File: src/rtl/systolic_feeder_if.sv
// rtl/systolic_feeder_if.sv - write port, launch control and skewed operand streams of the feeder
interface systolic_feeder_if #(
    parameter int DW = 8
);
    logic          wr_en;
    logic          wr_sel;
    logic [3:0]    wr_addr;
    logic [DW-1:0] wr_data;
    logic          wr_ready;
    logic          start;
    logic          busy;
    logic          done;
    logic          acc_clr;
    logic          feed_valid;
    logic [DW-1:0] west0;
    logic [DW-1:0] west1;
    logic [DW-1:0] west2;
    logic [DW-1:0] west3;
    logic [DW-1:0] north0;
    logic [DW-1:0] north1;
    logic [DW-1:0] north2;
    logic [DW-1:0] north3;

    modport master (
        output wr_en, wr_sel, wr_addr, wr_data, start,
        input  wr_ready, busy, done, acc_clr, feed_valid,
        input  west0, west1, west2, west3,
        input  north0, north1, north2, north3
    );

    modport slave (
        input  wr_en, wr_sel, wr_addr, wr_data, start,
        output wr_ready, busy, done, acc_clr, feed_valid,
        output west0, west1, west2, west3,
        output north0, north1, north2, north3
    );
endinterface

File: src/rtl/systolic_feeder.sv
// rtl/systolic_feeder.sv - A/B operand buffers and diagonal skew sequencer for a 4x4 systolic array
module systolic_feeder #(
    parameter int DW = 8
) (
    input  logic clk,
    input  logic rst_n,
    systolic_feeder_if.slave s
);
    localparam int N = 4;
    localparam logic [3:0] FEED_LAST  = 4'(3 * N - 3);
    localparam logic [3:0] DRAIN_LAST = 4'(N - 1);

    typedef enum logic [2:0] {
        S_IDLE,
        S_CLEAR,
        S_FEED,
        S_DRAIN,
        S_DONE
    } state_t;

    state_t        state_q, state_d;
    logic [3:0]    t_q, t_d;
    logic [DW-1:0] a_q [N*N];
    logic [DW-1:0] a_d [N*N];
    logic [DW-1:0] b_q [N*N];
    logic [DW-1:0] b_d [N*N];

    logic          busy_q, busy_d;
    logic          done_q, done_d;
    logic          acc_clr_q, acc_clr_d;
    logic          feed_valid_q, feed_valid_d;
    logic          wr_ready_q, wr_ready_d;
    logic [DW-1:0] west_q [N];
    logic [DW-1:0] west_d [N];
    logic [DW-1:0] north_q [N];
    logic [DW-1:0] north_d [N];

    // t counts FEED steps, then is reused to time the DRAIN window.
    always_comb begin
        state_d = state_q;
        t_d     = t_q;
        case (state_q)
            S_IDLE: begin
                if (s.start) begin
                    state_d = S_CLEAR;
                    t_d     = '0;
                end
            end
            S_CLEAR: begin
                state_d = S_FEED;
                t_d     = '0;
            end
            S_FEED: begin
                if (t_q == FEED_LAST) begin
                    state_d = S_DRAIN;
                    t_d     = '0;
                end else begin
                    t_d = t_q + 4'd1;
                end
            end
            S_DRAIN: begin
                if (t_q == DRAIN_LAST) begin
                    state_d = S_DONE;
                    t_d     = '0;
                end else begin
                    t_d = t_q + 4'd1;
                end
            end
            S_DONE: begin
                state_d = S_IDLE;
                t_d     = '0;
            end
            default: begin
                state_d = S_IDLE;
                t_d     = '0;
            end
        endcase
    end

    // wr_ready_q is high exactly while the FSM sits in IDLE.
    always_comb begin
        a_d = a_q;
        b_d = b_q;
        if (s.wr_en && wr_ready_q) begin
            if (s.wr_sel) begin
                b_d[s.wr_addr] = s.wr_data;
            end else begin
                a_d[s.wr_addr] = s.wr_data;
            end
        end
    end

    // Outputs are decoded from the next state so they line up with it after the edge.
    always_comb begin
        busy_d       = (state_d != S_IDLE);
        done_d       = (state_d == S_DONE);
        acc_clr_d    = (state_d == S_CLEAR);
        feed_valid_d = (state_d == S_FEED);
        wr_ready_d   = (state_d == S_IDLE);
        for (int i = 0; i < N; i++) begin
            west_d[i]  = '0;
            north_d[i] = '0;
            if (state_d == S_FEED) begin
                if ((t_d >= 4'(i)) && ((t_d - 4'(i)) <= 4'd3)) begin
                    west_d[i]  = a_q[{2'(i), 2'(t_d - 4'(i))}];
                    north_d[i] = b_q[{2'(t_d - 4'(i)), 2'(i)}];
                end
            end
        end
    end

    always_ff @(posedge clk) begin
        if (!rst_n) begin
            state_q      <= S_IDLE;
            t_q          <= '0;
            busy_q       <= 1'b0;
            done_q       <= 1'b0;
            acc_clr_q    <= 1'b0;
            feed_valid_q <= 1'b0;
            wr_ready_q   <= 1'b1;
            for (int i = 0; i < N * N; i++) begin
                a_q[i] <= '0;
                b_q[i] <= '0;
            end
            for (int i = 0; i < N; i++) begin
                west_q[i]  <= '0;
                north_q[i] <= '0;
            end
        end else begin
            state_q      <= state_d;
            t_q          <= t_d;
            busy_q       <= busy_d;
            done_q       <= done_d;
            acc_clr_q    <= acc_clr_d;
            feed_valid_q <= feed_valid_d;
            wr_ready_q   <= wr_ready_d;
            for (int i = 0; i < N * N; i++) begin
                a_q[i] <= a_d[i];
                b_q[i] <= b_d[i];
            end
            for (int i = 0; i < N; i++) begin
                west_q[i]  <= west_d[i];
                north_q[i] <= north_d[i];
            end
        end
    end

    assign s.wr_ready   = wr_ready_q;
    assign s.busy       = busy_q;
    assign s.done       = done_q;
    assign s.acc_clr    = acc_clr_q;
    assign s.feed_valid = feed_valid_q;
    assign s.west0      = west_q[0];
    assign s.west1      = west_q[1];
    assign s.west2      = west_q[2];
    assign s.west3      = west_q[3];
    assign s.north0     = north_q[0];
    assign s.north1     = north_q[1];
    assign s.north2     = north_q[2];
    assign s.north3     = north_q[3];
endmodule

File: src/flat_wrapper.sv
// flat-port wrapper written by rule: the top's interface ports become plain ports
module systolic_feeder_flat 
#(
    parameter int DW = 8
)
  (clk, rst_n, s_wr_en, s_wr_sel, s_wr_addr, s_wr_data, s_start, s_wr_ready, s_busy, s_done, s_acc_clr, s_feed_valid, s_west0, s_west1, s_west2, s_west3, s_north0, s_north1, s_north2, s_north3);
  systolic_feeder_if #(.DW(DW)) s_i ();
  input  logic clk;
  input  logic rst_n;
  input wire logic [$bits(s_i.wr_en)-1:0] s_wr_en;
  input wire logic [$bits(s_i.wr_sel)-1:0] s_wr_sel;
  input wire logic [$bits(s_i.wr_addr)-1:0] s_wr_addr;
  input wire logic [$bits(s_i.wr_data)-1:0] s_wr_data;
  input wire logic [$bits(s_i.start)-1:0] s_start;
  output wire logic [$bits(s_i.wr_ready)-1:0] s_wr_ready;
  output wire logic [$bits(s_i.busy)-1:0] s_busy;
  output wire logic [$bits(s_i.done)-1:0] s_done;
  output wire logic [$bits(s_i.acc_clr)-1:0] s_acc_clr;
  output wire logic [$bits(s_i.feed_valid)-1:0] s_feed_valid;
  output wire logic [$bits(s_i.west0)-1:0] s_west0;
  output wire logic [$bits(s_i.west1)-1:0] s_west1;
  output wire logic [$bits(s_i.west2)-1:0] s_west2;
  output wire logic [$bits(s_i.west3)-1:0] s_west3;
  output wire logic [$bits(s_i.north0)-1:0] s_north0;
  output wire logic [$bits(s_i.north1)-1:0] s_north1;
  output wire logic [$bits(s_i.north2)-1:0] s_north2;
  output wire logic [$bits(s_i.north3)-1:0] s_north3;
  assign s_i.wr_en = s_wr_en;
  assign s_i.wr_sel = s_wr_sel;
  assign s_i.wr_addr = s_wr_addr;
  assign s_i.wr_data = s_wr_data;
  assign s_i.start = s_start;
  assign s_wr_ready = s_i.wr_ready;
  assign s_busy = s_i.busy;
  assign s_done = s_i.done;
  assign s_acc_clr = s_i.acc_clr;
  assign s_feed_valid = s_i.feed_valid;
  assign s_west0 = s_i.west0;
  assign s_west1 = s_i.west1;
  assign s_west2 = s_i.west2;
  assign s_west3 = s_i.west3;
  assign s_north0 = s_i.north0;
  assign s_north1 = s_i.north1;
  assign s_north2 = s_i.north2;
  assign s_north3 = s_i.north3;
  systolic_feeder #(.DW(DW)) u_core (.clk(clk), .rst_n(rst_n), .s(s_i));
endmodule
File: config.mk
export PLATFORM = sky130hd
export DESIGN_NAME = systolic_feeder_flat
export DESIGN_NICKNAME = d
export VERILOG_FILES = /design/src/rtl/systolic_feeder_if.sv /design/src/rtl/systolic_feeder.sv /design/src/flat_wrapper.sv
export SDC_FILE = /design/constraint.sdc
export NUM_CORES = 1
export LEC_CHECK = 0
export ABC_AREA = 1
export BUFFER_PORTS_ARGS = -buffer_cell sky130_fd_sc_hd__buf_2
export CORE_UTILIZATION = 33
export CTS_BUF_LIST = sky130_fd_sc_hd__clkbuf_16
export CTS_CLUSTER_DIAMETER = 60
export DETAILED_ROUTE_END_ITERATION = 7
export PLACE_DENSITY = 0.59
export SLEW_MARGIN = 20
export SYNTH_ARGS = -nofsm -noshare
export SYNTH_HDL_FRONTEND = slang
export SYNTH_SLANG_ARGS = --single-unit
File: constraint.sdc
create_clock -name clk -period 2.8 [get_ports clk]
set_input_delay 0.28 -clock clk [delete_from_list [all_inputs] [get_ports clk]]
set_output_delay 0.28 -clock clk [all_outputs]
set_load 0.03 [all_outputs]
Word-level counts from Yosys, hierarchy flattened

Memories as Yosys holds them, arrays and structs flattened.
Index checks and enable logic that the tools add are counted.

Register bits after elaboration: 268
Memory bits (writable): 64
Output and inout port bits: 69
Word-level logic and storage cells: 162
Memories: 2

$add $sub $neg: 4
Magnitude comparators: 18
Equality and inequality tests: 8
Mux-type cells: 62
Bitwise gates (word level): 18
Reductions and logical operators: 11

Memory list:

| memory         | words | bits a word | rd ports | clocked after Yosys merged registers in | write ports | line                  | RTL |
|---|---|---|---|---|---|---|---|
| u_core.north_q | 4     | 8           | 4        | 0                                       | 4           | systolic_feeder.sv:35 | `logic [DW-1:0] north_q [N];` |
| u_core.west_q  | 4     | 8           | 4        | 0                                       | 4           | systolic_feeder.sv:33 | `logic [DW-1:0] west_q [N];` |

Operators with widths:

| cell                | count |
|---|---|
| $mux 8              | 41 |
| $bmux 8 s4          | 8 |
| $bwmux 128          | 2 |
| $ge 5x5->1 const B  | 9 |
| $not 4->5           | 7 |
| $demux 8 s4         | 1 |
| $le 4x2->1 const B  | 4 |
| $mux 4              | 3 |
| $pmux 3 s4          | 1 |
| $pmux 4 s3          | 1 |
| $eq 3x2->1 const B  | 3 |
| $mux 3              | 3 |
| $ge 4x1->1 const B  | 2 |
| $ge 4x2->1 const B  | 2 |
| $or 1x1->1          | 8 |
| $sub 4x2->4 const B | 2 |
| $eq 3x1->1 const B  | 2 |
| $logic_and 1x1->1   | 6 |
| $logic_not 3->1     | 2 |
| $lt 5x1->1 const B  | 1 |
| $not 2->5           | 1 |
| $not 3->5           | 1 |
| $add 4x1->4 const B | 1 |
| $eq 4x2->1 const B  | 1 |
| 7 further kinds     | 9 |

Depth between registers and ports, before layout

Gate-level depths: netlist of the first run.

Depth in word-level cells: 11
Gate-level depth with buffers: 17

Worst setup path before layout of the first run

OpenSTA, ideal clock, no wires.

Path type: reg2reg
From: register u_core.t_q[0]
To: memory u_core.north_q[1][7]
Setup time: 0.066 ns
Arrival: 2.370 ns
Required time: 2.734 ns
Slack: 0.364 ns
Cell stages (with the launch flop): 15
Path buffers: 4
Clock period less this slack: 2.436 ns
Path through: dfxtp_1 > ha_1 > nand3_1 > nand3_4 > nand3_4 > buf_4 > buf_2 > ha_1 > clkbuf_1 > inv_1 > buf_1 > nand3_1 > nand2_1 > inv_1 > nor2_1

RTL lines:

| element                | line                   | RTL |
|---|---|---|
| start, declared        | systolic_feeder.sv:22  | `logic [3:0] t_q, t_d;` |
| start signal, assigned | systolic_feeder.sv:131 | `t_q <= t_d;` |
| end, declared          | systolic_feeder.sv:35  |  |

==> flow_summary.yaml, run 1 <==
sta:
  final.setup.tns_ps: 0
  hold_violations: 0
  worst_hold_slack_ps: 91.7
  fin_skew_ps: 7.44
  slew_headroom: 0.401
  fin_crit_sh: 0.888
  setup_viol: 0
  worstMarginPinSlew_ps: 899
  rsz0062_at_grt: "false"
  max_freq_mhz: 402
  finalCriticalPeriod_ps: 2490
  slew_violations: 0
worst_setup_path:
  reg2reg_from: "u_core.t_q[1]$_SDFF_PN0_"
  start_kind: "flop"
  critPathCaptureType: "flop"
  reg2regPathDepth: 13
  critical_path_arrival_ps: 2920
  critical-path-slowest-cell: "dfxtp_1"
  r2r_end: "u_core.north_q[2][1]$_SDFF_PN0_"
  cp_cell_sequence: "inv_1 -> ha_1 -> nand3_1 -> nand2_1 -> nand2_1 -> nand2_1 -> nand2_2 -> inv_2 -> ha_1 -> nand3b_1 -> nand2_1 -> nand3_2 -> nor2_1"
  critPathKind: "reg2reg"
  crit_top_cell: "nand2_1"
  cpPeakStageDelay_ps: 390
  reg2reg_slack_ps: 310
  crit_required_ps: 3240
  cp_max_fo: 16
floorplanning:
  start_util: 0.337
  die-area_sq_um: 42900
  rows: 74
  pin_count: 86
  fp.coreArea_sq_um: 41200
  die_w_um: 207
  die_h_um: 207
logic_synthesis:
  synth_top_area_share: 0.479
  synthFlopType: "dfxtp_1"
  netlist_instances: 1961
  ys_top_cells_by_area: "dfxtp_1 48%, o21ai_0 9.7%, inv_1 8.2%"
  netlist-cell-type-count: 25
  synthTopCellsByCount: "332 x dfxtp_1, 302 x inv_1, 290 x nor2_1, 277 x nand2_1, 268 x o21ai_0"
  synthArstFlopShare: 0
  syn-num-nets: 1986
  ys_warn_count: 0
  ys_ff_latch: 332
  synth.avg_cell_area_sq_um: 7.08
  seq_area_frac_synth: 0.479
  synth_edf_count: 0
  post-synth-top-count-cell: "dfxtp_1"
  synthesis.area_sq_um: 13900
  yosys.area.top_type: "dfxtp_1"
detailed_routing:
  post_drt_wl_per_cell_um: 14.9
  drc_errors: 14
  via_per_inst: 4.80
  ant_nets: 0
  first_pass_iters: 8
  drt_iter0_drc: 861
  wl_um: 38100
  num_vias: 12300
clocking:
  cts_hold_buf: 0
  clk_pin_slew_ps: 60
  cts_made_buffers: 39
  cts_tree: "yes"
  htreeDepth: 2
  cts_resized: 0
  clk_path_buf_depth: 3
  cts_setup_buffers: 0
  cts-root-buf: "clkbuf_16"
  clkSinkCount: 332
  insertion_delay_ps: 520
pwr:
  p_leak_nw: 6.50
  irDropWorstVdd_v: 0.000403
  power_mw: 11.0
  p_per_area_nw_per_um2: 688
placement:
  dp.cells: 2483
  port_buffers: 85
  dp_hpwl_um: 23000
  gp_congestion: 0.854
global_route:
  grt_max_degree: 130
  first_global_vias: 11400
  overflow: 0
  antenna_found_initial: 1
  grt_pass1_wl_um: 61700
  track_usage: 0.176
worst_hold_path:
  hp-class: "in2reg"
  min-delay-start: "rst_n"
  hold_end: "u_core.a_q[50]$_SDFFE_PN0P_"
  whs_path_depth: 3
flow_run:
  drv_cap: 0
final_layout:
  final_cells: 2553
  fin_util: 0.389
  area_growth_pct: 15.4
  final_nets: 2017
  drive_gt1_frac: 0.0916
outcome:
  violations: "design-rule violations"
  outcome: "finished with violations"
[state kept, by name (all words and copies together) (netlist names)]
signal               cells
u_core.t_q               4
u_core.s.acc_clr         1
u_core.north_q          32
u_core.a_q             128
u_core.s.busy            1
u_core.s.done            1
u_core.state_q           3
u_core.s.feed_valid      1
u_core.b_q             128
u_core.west_q           32
u_core.s.wr_ready        1
[worst max-delay path, delay by kind of cell, from the launching register on]
kind	cells	cell delay, ps
and+or+nand+nor	9	1440
adders and majority gates	2	430
DFF	1	390
buffers and inverters	2	160
[routing by layer]
layer / global-route usage / up-vias / routed length (um)
met3: 0.0249 / 59 / 1670
met1: 0.239 / 5681 / 18000
met4: 0.0502 / 0 / 860
li1: - / 6255 / -
met5: 0 / - / 0
met2: 0.289 / 256 / 17600
[how the worst max path moves through the flow]
stage,end,start
6_report,u_core.north_q[2][1]$_SDFF_PN0_,u_core.t_q[1]$_SDFF_PN0_
2_1_floorplan,u_core.north_q[1][7]$_SDFF_PN0_,u_core.t_q[0]$_SDFF_PN0_
4_1_cts,u_core.north_q[2][2]$_SDFF_PN0_,u_core.t_q[1]$_SDFF_PN0_
5_1_grt,u_core.north_q[2][1]$_SDFF_PN0_,u_core.t_q[1]$_SDFF_PN0_
3_3_place_gp,u_core.west_q[2][1]$_SDFF_PN0_,u_core.t_q[1]$_SDFF_PN0_
3_5_place_dp,u_core.north_q[2][2]$_SDFF_PN0_,u_core.t_q[1]$_SDFF_PN0_
[logic make-up after synthesis]
logic type / synth area share
AND/OR/NAND/NOR: 0.195
AO/OA/AOI/OAI: 0.197
buffers and inverters: 0.122
flip-flops: 0.479
adder cells (fa/ha/maj): 0.00721
[cell usage in the layout (no fill, tap or decap), types with 25 or more instances in the layout]
| cell type | instances |
|---|---|
| a21oi_1 | 194 |
| buf_2 | 84 |
| buf_4 | 25 |
| clkbuf_16 | 41 |
| dfxtp_1 | 332 |
| inv_1 | 308 |
| nand2_1 | 277 |
| nand3_1 | 57 |
| nor2_1 | 290 |
| o211ai_1 | 33 |
| o21ai_0 | 268 |
| o21ai_1 | 36 |
[layout make-up]
type	instances	area (sq um)
Fill cell	4261	25200
Sequential cell	332	6650
Antenna cell	1	2.50
Inverter	305	1140
Timing Repair Buffer	113	688
Clock buffer	41	1030
Multi-Input combinational cell	1201	5540
Tap cell	532	666
Clock inverter	28	305
[through the flow]
stage | area (sq um) | worst slack, ps
2_1_floorplan | 13900 | 364
4_1_cts | 16000 | 287
3_3_place_gp | 14700 | 428
5_1_grt | 16000 | 48.0
3_5_place_dp | 14700 | 301
6_report | 16000 | 314
[power by group]
part / total, mW / switching, mW / internal (mW) / leakage (nW)
sequential: 4.80 / 0.0217 / 4.78 / 2.68
clock: 5.26 / 1.98 / 3.28 / 0.666
combinational: 0.950 / 0.688 / 0.262 / 3.15
total: 11.0 / 2.69 / 8.32 / 6.50
Power figures use the tool's default switching activity.
==> run 2: changes to the inputs <==
BUFFER_PORTS_ARGS = not set   (was -buffer_cell sky130_fd_sc_hd__buf_2)
DONT_BUFFER_PORTS = 1   (was not set)
PLACE_DENSITY = 0.57   (was 0.59)
==> run 2 against run 1 <==
Effect of this change:
- the flow still finishes with violations (design-rule violations)
- core utilization rose by 0.46 points
- critical path depth fell by 1
- clock power fell by 11%
- non-clock buffer count fell by 19
- global-route usage rose by 0.73 points
- sequential power barely moved
- critical endpoint is now u_core.west_q[1][7]$_SDFF_PN0_
- largest power group is now registers
- register-to-register slack got worse by 50 ps
- sequential share of layout area fell by 0.48 points
- final area rose by 1.2%
==> flow_summary.yaml, run 2 (synthesized netlist as in run 1, its figures left out) <==
final_layout:
  top_regs: "u_core.a_q x128, u_core.b_q x128"
  area_growth_pct: 16.8
  final_cell_mix: "332 x dfxtp_1, 309 x inv_1, 290 x nor2_1"
  multi_input_area_sq_um: 5550
  mostFrequentLayoutCell: "dfxtp_1"
  antenna_cells: 0
  fill_cells: 4263
  ff_latch_area_sq_um: 6650
  final_nets: 1998
  drive_gt1_frac: 0.0495
  final_area_sq_um: 16200
  fin_util: 0.393
sta:
  setup_viol: 0
  rsz0062_at_grt: "false"
  hold_violations: 0
  fin_crit_sh: 0.906
  slew_headroom: 0.469
  final.setup.tns_ps: 0
  fin_skew_ps: 10.1
  setup_ws_ps: 263
  finalCriticalPeriod_ps: 2540
  max_freq_mhz: 394
  slew_violations: 0
  worstMarginPinSlew_ps: 796
outcome:
  violations: "design-rule violations"
  outcome: "finished with violations"
pwr:
  p_per_area_nw_per_um2: 644
  p_leak_nw: 6.19
  irDropWorstVdd_v: 0.000325
  power_mw: 10.4
floorplanning:
  start_util: 0.337
  die-area_sq_um: 42900
  die_w_um: 207
  rows: 74
  die_h_um: 207
  pin_count: 86
  fp.coreArea_sq_um: 41200
clocking:
  cts-root-buf: "clkbuf_16"
  clkSinkCount: 332
  clk_path_buf_depth: 3
  htreeDepth: 2
  insertion_delay_ps: 530
  clk_pin_slew_ps: 60
  cts_tree: "yes"
  cts_made_buffers: 39
placement:
  dp_hpwl_um: 22200
  dp_slack_ps: 117
  port_buffers: 0
  gp_congestion: 0.788
  place_area_sq_um: 14200
detailed_routing:
  ant_nets: 0
  first_pass_iters: 8
  post_drt_wl_per_cell_um: 15.6
  drt_iter0_drc: 804
  drc_errors: 4
  num_vias: 12300
  via_per_inst: 4.87
  wl_um: 39400
worst_setup_path:
  reg2reg_from: "u_core.t_q[1]$_SDFF_PN0_"
  reg2regPathDepth: 12
  reg2reg_slack_ps: 260
  critPathCaptureType: "flop"
  crit_required_ps: 3260
  critPathKind: "reg2reg"
  cp_max_fo: 17
  start_kind: "flop"
  critical_path_arrival_ps: 2990
  crit_path_start: "u_core.t_q[1]$_SDFF_PN0_"
  r2r_end: "u_core.west_q[1][7]$_SDFF_PN0_"
worst_hold_path:
  hold_end: "u_core.a_q[88]$_SDFFE_PN0P_"
  hp-class: "in2reg"
  whs_path_depth: 3
  min-delay-start: "s_wr_data[0]"
global_route:
  grt_pass1_wl_um: 63200
  overflow: 0
  grtUsageMet2: 0.308
  gr-max-usage-layer: "met2"
  first_global_vias: 11700
  track_usage: 0.183
  use_met3: 0.0390
  antenna_found_initial: 0
  grt_max_degree: 202
  grt.met1_usage: 0.231
flow_run:
  drv_cap: 0
-- run 2: changes by cell type in the layout (fill, tap and decap cells not counted), sizes merged --
cell and delta:
inv +1, clkinv +1, diode -1, buf -82
dlygate4sd3 +63, bufinv -6, clkinvlp +2
-- run 2: power by group --
part | leakage [nW] | total [mW] | internal (mW) | switching [mW]
Clock | 0.594 | 4.67 | 2.72 | 1.96
Combinational | 2.92 | 0.948 | 0.286 | 0.662
Sequential | 2.68 | 4.82 | 4.78 | 0.0414
Total | 6.19 | 10.4 | 7.78 | 2.66
-- run 2: stage by stage --
stage	cells	hold slack, ps
2_1_floorplan	1961	425
3_3_place_gp	2392	425
3_5_place_dp	2392	433
4_1_cts	2531	95.8
5_1_grt	2531	107
6_report	2531	114
-- run 2: worst max path at each step --
stage | to | slack (ps) | cells past startpoint
final | u_core.west_q[1][7]$_SDFF_PN0_ | 260 | 12
after global routing | u_core.west_q[1][5]$_SDFF_PN0_ | 20 | 12
after detailed placement | u_core.west_q[1][5]$_SDFF_PN0_ | 120 | 12
after CTS | u_core.west_q[1][5]$_SDFF_PN0_ | 70 | 12
after global placement | u_core.north_q[1][5]$_SDFF_PN0_ | 230 | 12
after floorplan | u_core.north_q[1][7]$_SDFF_PN0_ | 360 | 14
-- run 2: per-layer routing --
metal,up-vias,share of wire
met5,-,0
met4,0,0.027
met3,73,0.057
met2,268,0.47
met1,5761,0.45
li1,6221,-
-- run 2: worst max-delay path, stage by stage (launching register included) --
cell and delay [ps]:
dfxtp_1 390, inv_1 60, ha_1 200, nand3_1 170, nand3_4 230, nand3_4 200, clkinvlp_4 220, ha_1 230
inv_1 70, nor2_1 50, nor2_1 180, nand3_4 260, nor2_1 190
-- run 2: final cells by class --
cell class              instances  share of cell area
clock buffers                  41              0.0633
clock inverters                26             0.00865
inverters                     305              0.0709
multi-input cells            1201               0.343
flip-flops and latches        332               0.410
well taps                     532              0.0411
repair buffers                 94              0.0635
-- run 2: timing repair --
| item | 4_1_cts | 5_1_grt |
|---|---|---|
| hold endpoints to repair | 262 | 0 |
| setup buffers | 0 | 0 |
| hold buffers | 72 | 0 |
| endpoints found under the setup margin | 0 | 17 |
| resized for setup | 0 | 4 |
